$ cat src/rtl/multicycle_ctrl_pkg.sv
// Shared encodings for the multicycle controller: FSM states, opcodes,
// funct codes, ALU control codes and datapath mux selects.
package multicycle_ctrl_pkg;

  typedef enum logic [3:0] {
    S_FETCH   = 4'd0,
    S_DECODE  = 4'd1,
    S_MEMADR  = 4'd2,
    S_MEMRD   = 4'd3,
    S_MEMWB   = 4'd4,
    S_MEMWR   = 4'd5,
    S_RTYPEEX = 4'd6,
    S_RTYPEWB = 4'd7,
    S_BEQEX   = 4'd8,
    S_ADDIEX  = 4'd9,
    S_ADDIWB  = 4'd10,
    S_JEX     = 4'd11
  } state_e;

  localparam logic [5:0] OP_RTYPE = 6'b000000;
  localparam logic [5:0] OP_LW    = 6'b100011;
  localparam logic [5:0] OP_SW    = 6'b101011;
  localparam logic [5:0] OP_BEQ   = 6'b000100;
  localparam logic [5:0] OP_ADDI  = 6'b001000;
  localparam logic [5:0] OP_J     = 6'b000010;

  localparam logic [5:0] FUNCT_ADD = 6'b100000;
  localparam logic [5:0] FUNCT_SUB = 6'b100010;
  localparam logic [5:0] FUNCT_AND = 6'b100100;
  localparam logic [5:0] FUNCT_OR  = 6'b100101;
  localparam logic [5:0] FUNCT_SLT = 6'b101010;

  localparam logic [2:0] ALU_ADD = 3'b010;
  localparam logic [2:0] ALU_SUB = 3'b110;
  localparam logic [2:0] ALU_AND = 3'b000;
  localparam logic [2:0] ALU_OR  = 3'b001;
  localparam logic [2:0] ALU_SLT = 3'b111;

  localparam logic [1:0] SRCB_RT    = 2'b00;
  localparam logic [1:0] SRCB_FOUR  = 2'b01;
  localparam logic [1:0] SRCB_IMM   = 2'b10;
  localparam logic [1:0] SRCB_IMMSH = 2'b11;

  localparam logic [1:0] PCSRC_ALU    = 2'b00;
  localparam logic [1:0] PCSRC_ALUOUT = 2'b01;
  localparam logic [1:0] PCSRC_JUMP   = 2'b10;

  // Load/store share the MEMADR address-calculation step.
  function automatic logic is_mem_op(input logic [5:0] op);
    return (op == OP_LW) || (op == OP_SW);
  endfunction

endpackage

$ cat src/rtl/multicycle_ctrl_alu_decoder.sv
// R-type funct decoder: ALU operation, funct legality, and whether the
// operation can raise a signed-overflow trap (add/sub only).
module alu_decoder
  import multicycle_ctrl_pkg::*;
(
  input  logic [5:0] funct_i,
  output logic [2:0] alucontrol_o,
  output logic       valid_o,
  output logic       ovf_checked_o
);

  // Pure lookup; unknown funct reports invalid and leaves the ALU on add.
  always_comb begin
    alucontrol_o  = ALU_ADD;
    valid_o       = 1'b1;
    ovf_checked_o = 1'b0;
    case (funct_i)
      FUNCT_ADD: begin alucontrol_o = ALU_ADD; ovf_checked_o = 1'b1; end
      FUNCT_SUB: begin alucontrol_o = ALU_SUB; ovf_checked_o = 1'b1; end
      FUNCT_AND: alucontrol_o = ALU_AND;
      FUNCT_OR:  alucontrol_o = ALU_OR;
      FUNCT_SLT: alucontrol_o = ALU_SLT;
      default:   valid_o = 1'b0;
    endcase
  end

endmodule

$ cat src/rtl/multicycle_ctrl.sv
// Multicycle control FSM sharing one memory port between fetch and data.
//
//   state     | meaning
//   ----------+-------------------------------------------------------
//   FETCH     | read instruction at pc, pc += 4 when memory is ready
//   DECODE    | dispatch on opcode, precompute branch target
//   MEMADR    | effective address for lw/sw
//   MEMRD     | data read, waits for mem_ready
//   MEMWB     | load result into rt
//   MEMWR     | data write, waits for mem_ready
//   RTYPEEX   | R-type ALU op, capture overflow
//   RTYPEWB   | write rd unless overflow
//   BEQEX     | compare, take branch on zero
//   ADDIEX    | addi ALU op, capture overflow
//   ADDIWB    | write rt unless overflow
//   JEX       | jump
module multicycle_ctrl
  import multicycle_ctrl_pkg::*;
#(
  parameter int WAIT_W     = 8,
  parameter int WAIT_LIMIT = 0
) (
  input  logic       clk,
  input  logic       rst,
  input  logic [5:0] op,
  input  logic [5:0] funct,
  input  logic       zero,
  input  logic       overflow,
  input  logic       mem_ready,
  output logic       mem_req,
  output logic       memwrite,
  output logic       iord,
  output logic       irwrite,
  output logic       pcen,
  output logic       regdst,
  output logic       memtoreg,
  output logic       regwrite,
  output logic       alusrca,
  output logic [1:0] alusrcb,
  output logic [1:0] pcsrc,
  output logic [2:0] alucontrol,
  output logic       illegal_op,
  output logic       ovf_trap,
  output logic       bus_err,
  output logic [3:0] state_o
);

  localparam logic [WAIT_W-1:0] LIMIT_M1 = WAIT_W'(WAIT_LIMIT - 1);

  state_e            state_q, state_d;
  logic              ovf_q, ovf_d;
  logic [WAIT_W-1:0] wait_cnt_q, wait_cnt_d;

  logic       mem_req_c, memwrite_c, iord_c, irwrite_c, pcwrite_c, branch_c;
  logic       regdst_c, memtoreg_c, regwrite_c, alusrca_c;
  logic [1:0] alusrcb_c, pcsrc_c;
  logic [2:0] alucontrol_c;
  logic       illegal_c, ovf_trap_c;

  logic [2:0] rt_alu;
  logic       rt_valid, rt_ovf_chk;
  logic       mem_access, limit_hit, timeout;

  alu_decoder u_alu_dec (
    .funct_i       (funct),
    .alucontrol_o  (rt_alu),
    .valid_o       (rt_valid),
    .ovf_checked_o (rt_ovf_chk)
  );

  // Kept separate from the main decode so the timeout has no path through it.
  assign mem_access = (state_q == S_FETCH) || (state_q == S_MEMRD) || (state_q == S_MEMWR);
  assign limit_hit  = (WAIT_LIMIT != 0) && (wait_cnt_q == LIMIT_M1);
  assign timeout    = mem_access && !mem_ready && limit_hit;

  // Per-state datapath controls and next state.
  always_comb begin
    state_d      = state_q;
    ovf_d        = ovf_q;
    mem_req_c    = 1'b0;
    memwrite_c   = 1'b0;
    iord_c       = 1'b0;
    irwrite_c    = 1'b0;
    pcwrite_c    = 1'b0;
    branch_c     = 1'b0;
    regdst_c     = 1'b0;
    memtoreg_c   = 1'b0;
    regwrite_c   = 1'b0;
    alusrca_c    = 1'b0;
    alusrcb_c    = SRCB_RT;
    pcsrc_c      = PCSRC_ALU;
    alucontrol_c = ALU_AND;
    illegal_c    = 1'b0;
    ovf_trap_c   = 1'b0;
    case (state_q)
      S_FETCH: begin
        mem_req_c    = 1'b1;
        alusrcb_c    = SRCB_FOUR;
        alucontrol_c = ALU_ADD;
        ovf_d        = 1'b0;
        if (mem_ready) begin
          irwrite_c = 1'b1;
          pcwrite_c = 1'b1;
          state_d   = S_DECODE;
        end
      end
      S_DECODE: begin
        alusrcb_c    = SRCB_IMMSH;
        alucontrol_c = ALU_ADD;
        if (is_mem_op(op))        state_d = S_MEMADR;
        else if (op == OP_RTYPE)  state_d = S_RTYPEEX;
        else if (op == OP_BEQ)    state_d = S_BEQEX;
        else if (op == OP_ADDI)   state_d = S_ADDIEX;
        else if (op == OP_J)      state_d = S_JEX;
        else begin
          illegal_c = 1'b1;
          state_d   = S_FETCH;
        end
      end
      S_MEMADR: begin
        alusrca_c    = 1'b1;
        alusrcb_c    = SRCB_IMM;
        alucontrol_c = ALU_ADD;
        state_d      = (op == OP_SW) ? S_MEMWR : S_MEMRD;
      end
      S_MEMRD: begin
        mem_req_c = 1'b1;
        iord_c    = 1'b1;
        if (mem_ready)    state_d = S_MEMWB;
        else if (timeout) state_d = S_FETCH;
      end
      S_MEMWB: begin
        memtoreg_c = 1'b1;
        regwrite_c = 1'b1;
        state_d    = S_FETCH;
      end
      S_MEMWR: begin
        mem_req_c  = 1'b1;
        memwrite_c = 1'b1;
        iord_c     = 1'b1;
        if (mem_ready || timeout) state_d = S_FETCH;
      end
      S_RTYPEEX: begin
        alusrca_c    = 1'b1;
        alucontrol_c = rt_alu;
        ovf_d        = overflow & rt_ovf_chk;
        if (rt_valid) state_d = S_RTYPEWB;
        else begin
          illegal_c = 1'b1;
          state_d   = S_FETCH;
        end
      end
      S_RTYPEWB: begin
        regdst_c   = 1'b1;
        regwrite_c = ~ovf_q;
        ovf_trap_c = ovf_q;
        state_d    = S_FETCH;
      end
      S_BEQEX: begin
        alusrca_c    = 1'b1;
        alucontrol_c = ALU_SUB;
        branch_c     = 1'b1;
        pcsrc_c      = PCSRC_ALUOUT;
        state_d      = S_FETCH;
      end
      S_ADDIEX: begin
        alusrca_c    = 1'b1;
        alusrcb_c    = SRCB_IMM;
        alucontrol_c = ALU_ADD;
        ovf_d        = overflow;
        state_d      = S_ADDIWB;
      end
      S_ADDIWB: begin
        regwrite_c = ~ovf_q;
        ovf_trap_c = ovf_q;
        state_d    = S_FETCH;
      end
      S_JEX: begin
        pcwrite_c = 1'b1;
        pcsrc_c   = PCSRC_JUMP;
        state_d   = S_FETCH;
      end
      default: state_d = S_FETCH;
    endcase
  end

  // Wait-state counter restarts on every completed, aborted or new access.
  always_comb begin
    wait_cnt_d = wait_cnt_q;
    if ((state_d != state_q) || mem_ready || timeout)
      wait_cnt_d = '0;
    else if (mem_access)
      wait_cnt_d = wait_cnt_q + WAIT_W'(1);
  end

  // State, overflow flag and wait counter registers.
  always_ff @(posedge clk or negedge rst) begin
    if (!rst) begin
      state_q    <= S_FETCH;
      ovf_q      <= 1'b0;
      wait_cnt_q <= '0;
    end else begin
      state_q    <= state_d;
      ovf_q      <= ovf_d;
      wait_cnt_q <= wait_cnt_d;
    end
  end

  // Everything is forced quiet while reset is held.
  assign mem_req    = rst & mem_req_c;
  assign memwrite   = rst & memwrite_c;
  assign iord       = rst & iord_c;
  assign irwrite    = rst & irwrite_c;
  assign pcen       = rst & (pcwrite_c | (branch_c & zero));
  assign regdst     = rst & regdst_c;
  assign memtoreg   = rst & memtoreg_c;
  assign regwrite   = rst & regwrite_c;
  assign alusrca    = rst & alusrca_c;
  assign alusrcb    = rst ? alusrcb_c : 2'b00;
  assign pcsrc      = rst ? pcsrc_c : 2'b00;
  assign alucontrol = rst ? alucontrol_c : 3'b000;
  assign illegal_op = rst & illegal_c;
  assign ovf_trap   = rst & ovf_trap_c;
  assign bus_err    = rst & timeout;
  assign state_o    = rst ? state_q : 4'd0;

endmodule

$ cat config.mk
export PLATFORM = sky130hd
export DESIGN_NAME = multicycle_ctrl
export DESIGN_NICKNAME = d
export VERILOG_FILES = /design/src/rtl/multicycle_ctrl_pkg.sv /design/src/rtl/multicycle_ctrl_alu_decoder.sv /design/src/rtl/multicycle_ctrl.sv
export SDC_FILE = /design/constraint.sdc
export NUM_CORES = 1
export LEC_CHECK = 0
export CAP_MARGIN = 20
export CORE_MARGIN = 2
export CORE_UTILIZATION = 29
export DETAILED_ROUTE_END_ITERATION = 8
export HOLD_SLACK_MARGIN = 0.1
export PLACE_DENSITY_LB_ADDON = 0.25
export SLEW_MARGIN = 5
export SYNTH_ARGS = -nofsm -noshare
export SYNTH_HDL_FRONTEND = slang
export SYNTH_SLANG_ARGS = --single-unit
$ cat constraint.sdc
create_clock -name clk -period 1.7 [get_ports clk]
set_input_delay 0.17 -clock clk [delete_from_list [all_inputs] [get_ports clk]]
set_output_delay 0.17 -clock clk [all_outputs]
set_load 0.02 [all_outputs]
==> impl.org, run 1 <==
** Floorplan
- The initial utilization of the core area, before any placement, comes to 0.2995.
- Die Outline Area :: 0.003211 mm^2
- Die width :: 56.67 um
- Top-Level Pins :: 40
- Number of cell rows :: 19
- Chip Height :: 56.67 um
- The total area inside the core boundary comes to 0.002686 mm^2.

** Finish
- The multi-input combinational cells in the finished layout cover a total of 696.9 um^2.
- Post-route cell area :: 0.001607 mm^2
- Of the cells placed in the final design, the portion with a size suffix greater than 1 is 0.4187.
- Leaving out fill and tap cells, the most frequent cell in the layout is sky130_fd_sc_hd__buf_4.
- Counting the fill cells in the layout gives 263.
- 0 antenna diodes ended up in the layout.
- Most frequent cells in the layout :: 45 x sky130_fd_sc_hd__buf_4, 16 x sky130_fd_sc_hd__nor2_1, 12 x sky130_fd_sc_hd__clkdlybuf4s50_1
- Compared with the post-synthesis result, the final layout area differs by 99.69%.
- Number of nets in the finished design :: 221
- Registers take 128.9 um^2.

** Clock tree
- The clock passes through at most 2 buffers.
- In this run the number of H-tree levels came out at 1.
- Number of sinks driven by the clock tree :: 5
- Clock Root Buffer :: sky130_fd_sc_hd__clkbuf_4
- At the later pin of the worst-skew pair, clock insertion delay measures 0.24 ns.
- Number of hold-repair buffers added at the cts stage :: 0
- TritonCTS clock tree :: done
- In this run, CTS created clock tree buffers numbering 3.
- After clock tree synthesis, the clock-pin slew on the worst setup and hold paths is 0.04 ns.

** Run status
- Result of the run :: complete, but fails checks
- The final reports fail on negative setup slack.

** Placement
- Dpl hpwl :: 2255 um
- In this run the tool buffered the top-level ports with 38 buffer cells.
- After detailed placement, the total cell area comes to 0.001539 mm^2.
- Place WS :: -0.4072 ns
- At the end of routability-driven placement, the weighted congestion stood at 0.8646.

** Synth
- Post-Syn Nets :: 143
- Synth unique cells :: 42
- Of the total synthesized cell area, the portion taken by full adders, half adders and majority gates is 0.
- Largest area contributor in the netlist :: sky130_fd_sc_hd__dfrtp_1
- In the synthesized netlist, the number of instances is 126.
- Share of the synthesized area in the top cell type :: 0.1555
- Of the total synthesized cell area, the portion taken by XOR and XNOR cells is 0.03266.
- By area, the combinational part of the netlist is dominated by simple AND/OR/NAND/NOR gates.
- The share of the synthesized area in compound gates (AO/OA/AOI/OAI) was 0.2582.
- Fraction of the yosys area taken by sequential cells :: 0.1555
- The portion of synthesized area spent on multiplexers is 0.01400.
- Yosys reg bits :: 5
- Sorting the synthesized cells by area gives the leading types as sky130_fd_sc_hd__dfrtp_1 16%, sky130_fd_sc_hd__nor2_1 8.9%, sky130_fd_sc_hd__o21ai_0 5.6%, sky130_fd_sc_hd__nand2_1 5.6%, sky130_fd_sc_hd__nand2b_1 5.4%.
- Syn. warnings :: 0
- Netlist area before placement :: 804.5 um^2
- Of the total synthesized cell area, the portion taken by AND, OR, NAND and NOR gates is 0.4588.
- Synth Area per Inst :: 6.385 um^2

** Routing
- After the first detailed-routing iteration, the DRC count stood at 37.
- Dividing the detail-routed via count by the number of cells gives 5.239.
- Vias :: 1,226
- In the routed design, unresolved DRC markers number 0.
- Dividing the detail-routed wire length by the instance count gives 12.59 um.
- DRT antenna net count :: 0
- Post-detailed-routing wire length :: 2947 um
- Iteration count of the initial detailed-routing pass :: 5

** Pwr
- The analysis attributes to net switching a power of 746.0 uW.
- Overall power of the completed layout :: 1.639 mW
- In this run the power density over the cells is 1020 mW/mm^2.
- The share of total power dissipated in sequential elements is 0.133.
- Combinational Power Share :: 0.786
- Int Pwr :: 892.8 uW
- Of the total power, the share spent switching nets is 0.4552.
- Clock Power Share :: 0.081
- Leakage power figure :: 0.7650 nW
- Maximum vdd ir drop :: 0.4740 mV

** STA
- Final hold violation count :: 0
- Of the available clock period, the critical path in the final layout requires 1.001.
- Setup violations remaining at the end of the flow were counted as 1.
- Unrepaired setup endpoints after global routing :: yes
- Final setup skew :: 0.003228 ns
- Setup WS post-layout :: -0.001901 ns
- Timing would allow up to 587.6 MHz.
- Hold is met by 0.2532 ns.
- The count of pins over their slew limit was 0.
- Time the final worst path needs with I/O delays and setup :: 1.702 ns

** Worst hold path
- Class of the tightest hold or removal check :: input pin to asynchronous set/reset pin

** Worst setup path
- Startpoint class of the critical path :: flip-flop
- STA classifies the critical path endpoint as an output pin.
- Of all nets on the critical path, the largest fanout is 6.
- Data on the critical path arrives at its endpoint at 1.53 ns.
- The largest individual stage delay along the critical path comes from the cell sky130_fd_sc_hd__dfrtp_2.
- Maximum cell stage delay along the critical path :: 0.44 ns
- The critical path in this run is classified as flip-flop to output pin.
- The signal on the critical path passes through nand2b_1 -> or3_1 -> a21boi_2 -> buf_4.
- At the worst endpoint, the required time is 1.53 ns.

** GRT
- In the global route stage, overall resource usage came out at 0.1831.
- Largest net degree at the start of global routing :: 14
- Via count of the first global-routing pass :: 1,132
- Initial antenna violation count :: 0
- Total global routing overflow :: 0
- First-pass GRT wire length :: 4774 um

** Job
- Max-capacitance violation count :: 0
-- cell type report --
cell class / instances / area share
repair buffers: 84 / 0.4385
well taps: 31 / 0.02414
flip-flops and latches: 5 / 0.08022
clock buffers: 4 / 0.01636
inverters: 3 / 0.007009
multi-input cells: 107 / 0.4338
-- power groups by stage --
stage          logic, mW  registers (mW)  clock network, mW
3_3_place_gp        1.23           0.196                  0
3_5_place_dp        1.24           0.198                  0
6_report            1.29           0.218              0.133
5_1_grt             1.41           0.224              0.147
4_1_cts             1.20           0.203              0.139
2_1_floorplan      0.637           0.158                  0
-- flip-flops by register name, indices dropped and copies added, names as in the netlist --
| signal | flops |
|---|---|
| state_q | 4 |
| ovf_q | 1 |
-- timing repair --
item | CTS | global route
endpoints found under the setup margin | 22 | 17
resized for setup | 73 | 30
pin swaps | 2 | 8
cloned | 0 | 1
setup buffers | 0 | 3
-- routing by layer --
metal | wire (um) | vias up | global-route usage | part of all wire
met1 | 1187 | 564 | 0.2152 | 0.40
met4 | 64 | 0 | 0.06122 | 0.022
met2 | 1542 | 47 | 0.3405 | 0.52
met5 | 0 | - | 0 | 0
li1 | - | 607 | - | -
met3 | 153 | 8 | 0.01843 | 0.052
-- path summary, 6_finish.rpt --
path / start / endpoint / slack (ns) / cells after the start
worst min-delay path: rst / ovf_q / 0.25 / 2
worst min register to register: ovf_q / ovf_q / 0.65 / 2
worst max-delay path: state_q[0] / regwrite / -0.002 / 4
worst max register to register: state_q[2] / ovf_q / 0.29 / 6
max in group asynchronous: rst / state_q[0] / 1.21 / 3
min in group clk: op[2] / state_q[0] / 0.38 / 4
-- cells by family (layout without fill, tap and decap cells) --
| group | after synthesis | in the layout |
|---|---|---|
| xor+xnor | 3 | 3 |
| compound gates | 31 | 31 |
| simple gates | 71 | 71 |
| flops | 5 | 5 |
| other cells | 1 | 1 |
| mux | 1 | 1 |
| buf+inv | 14 | 91 |
-- worst max-delay path: cells and delay by family, from the launching register on --
family                 cells  cell delay [ns]
AND/OR/NAND/NOR            2             0.57
flip-flops                 1             0.44
AO/OA/AOI/OAI              1             0.15
buffers and inverters      1             0.15
-- synthesized netlist by cell type --
library cell	count
sky130_fd_sc_hd__a32o_1	1
sky130_fd_sc_hd__or3_1	1
sky130_fd_sc_hd__dfrtp_1	5
sky130_fd_sc_hd__a31oi_2	1
sky130_fd_sc_hd__o211ai_1	2
sky130_fd_sc_hd__a21boi_0	1
sky130_fd_sc_hd__nor2_1	19
sky130_fd_sc_hd__buf_4	1
sky130_fd_sc_hd__o2bb2ai_1	1
sky130_fd_sc_hd__o2111ai_1	1
sky130_fd_sc_hd__and3_1	4
sky130_fd_sc_hd__nand4bb_1	1
sky130_fd_sc_hd__o21ai_0	9
sky130_fd_sc_hd__and3b_1	1
sky130_fd_sc_hd__a21oi_1	4
sky130_fd_sc_hd__or2_4	1
sky130_fd_sc_hd__nand4_1	2
sky130_fd_sc_hd__o21ai_1	2
sky130_fd_sc_hd__a22o_1	1
sky130_fd_sc_hd__mux2_1	1
sky130_fd_sc_hd__nand2_1	12
sky130_fd_sc_hd__nor3b_1	1
sky130_fd_sc_hd__a311o_1	1
sky130_fd_sc_hd__nor2b_1	3
sky130_fd_sc_hd__xor2_1	3
sky130_fd_sc_hd__and2_1	5
sky130_fd_sc_hd__conb_1	1
sky130_fd_sc_hd__a211o_1	1
sky130_fd_sc_hd__clkbuf_1	4
sky130_fd_sc_hd__nand3_1	6
sky130_fd_sc_hd__o21a_1	1
sky130_fd_sc_hd__buf_1	2
sky130_fd_sc_hd__a32oi_1	1
sky130_fd_sc_hd__buf_2	4
sky130_fd_sc_hd__nor4b_1	1
sky130_fd_sc_hd__nand2b_1	7
sky130_fd_sc_hd__a31oi_1	2
sky130_fd_sc_hd__nor4_1	4
sky130_fd_sc_hd__o22ai_1	1
sky130_fd_sc_hd__nor3_1	3
sky130_fd_sc_hd__a21boi_1	1
sky130_fd_sc_hd__inv_1	3
-- through the flow --
step,setup TNS (ns),utilization,instances
6_report,-0.001901,0.5980,234
5_1_grt,-0.2196,0.5980,234
4_1_cts,0,0.5762,230
3_5_place_dp,-4.558,0.5729,226
3_3_place_gp,-4.191,0.5729,226
2_1_floorplan,0,-,126
Power figures use the tool's default switching activity.
==> inputs of run 2 (changes only) <==
Settings changed: HOLD_SLACK_MARGIN 0.1 to not set, SLEW_MARGIN 5 to not set.
==> results of run 2 <==
No change in the layout: final DEF, timing and power equal those of run 1.
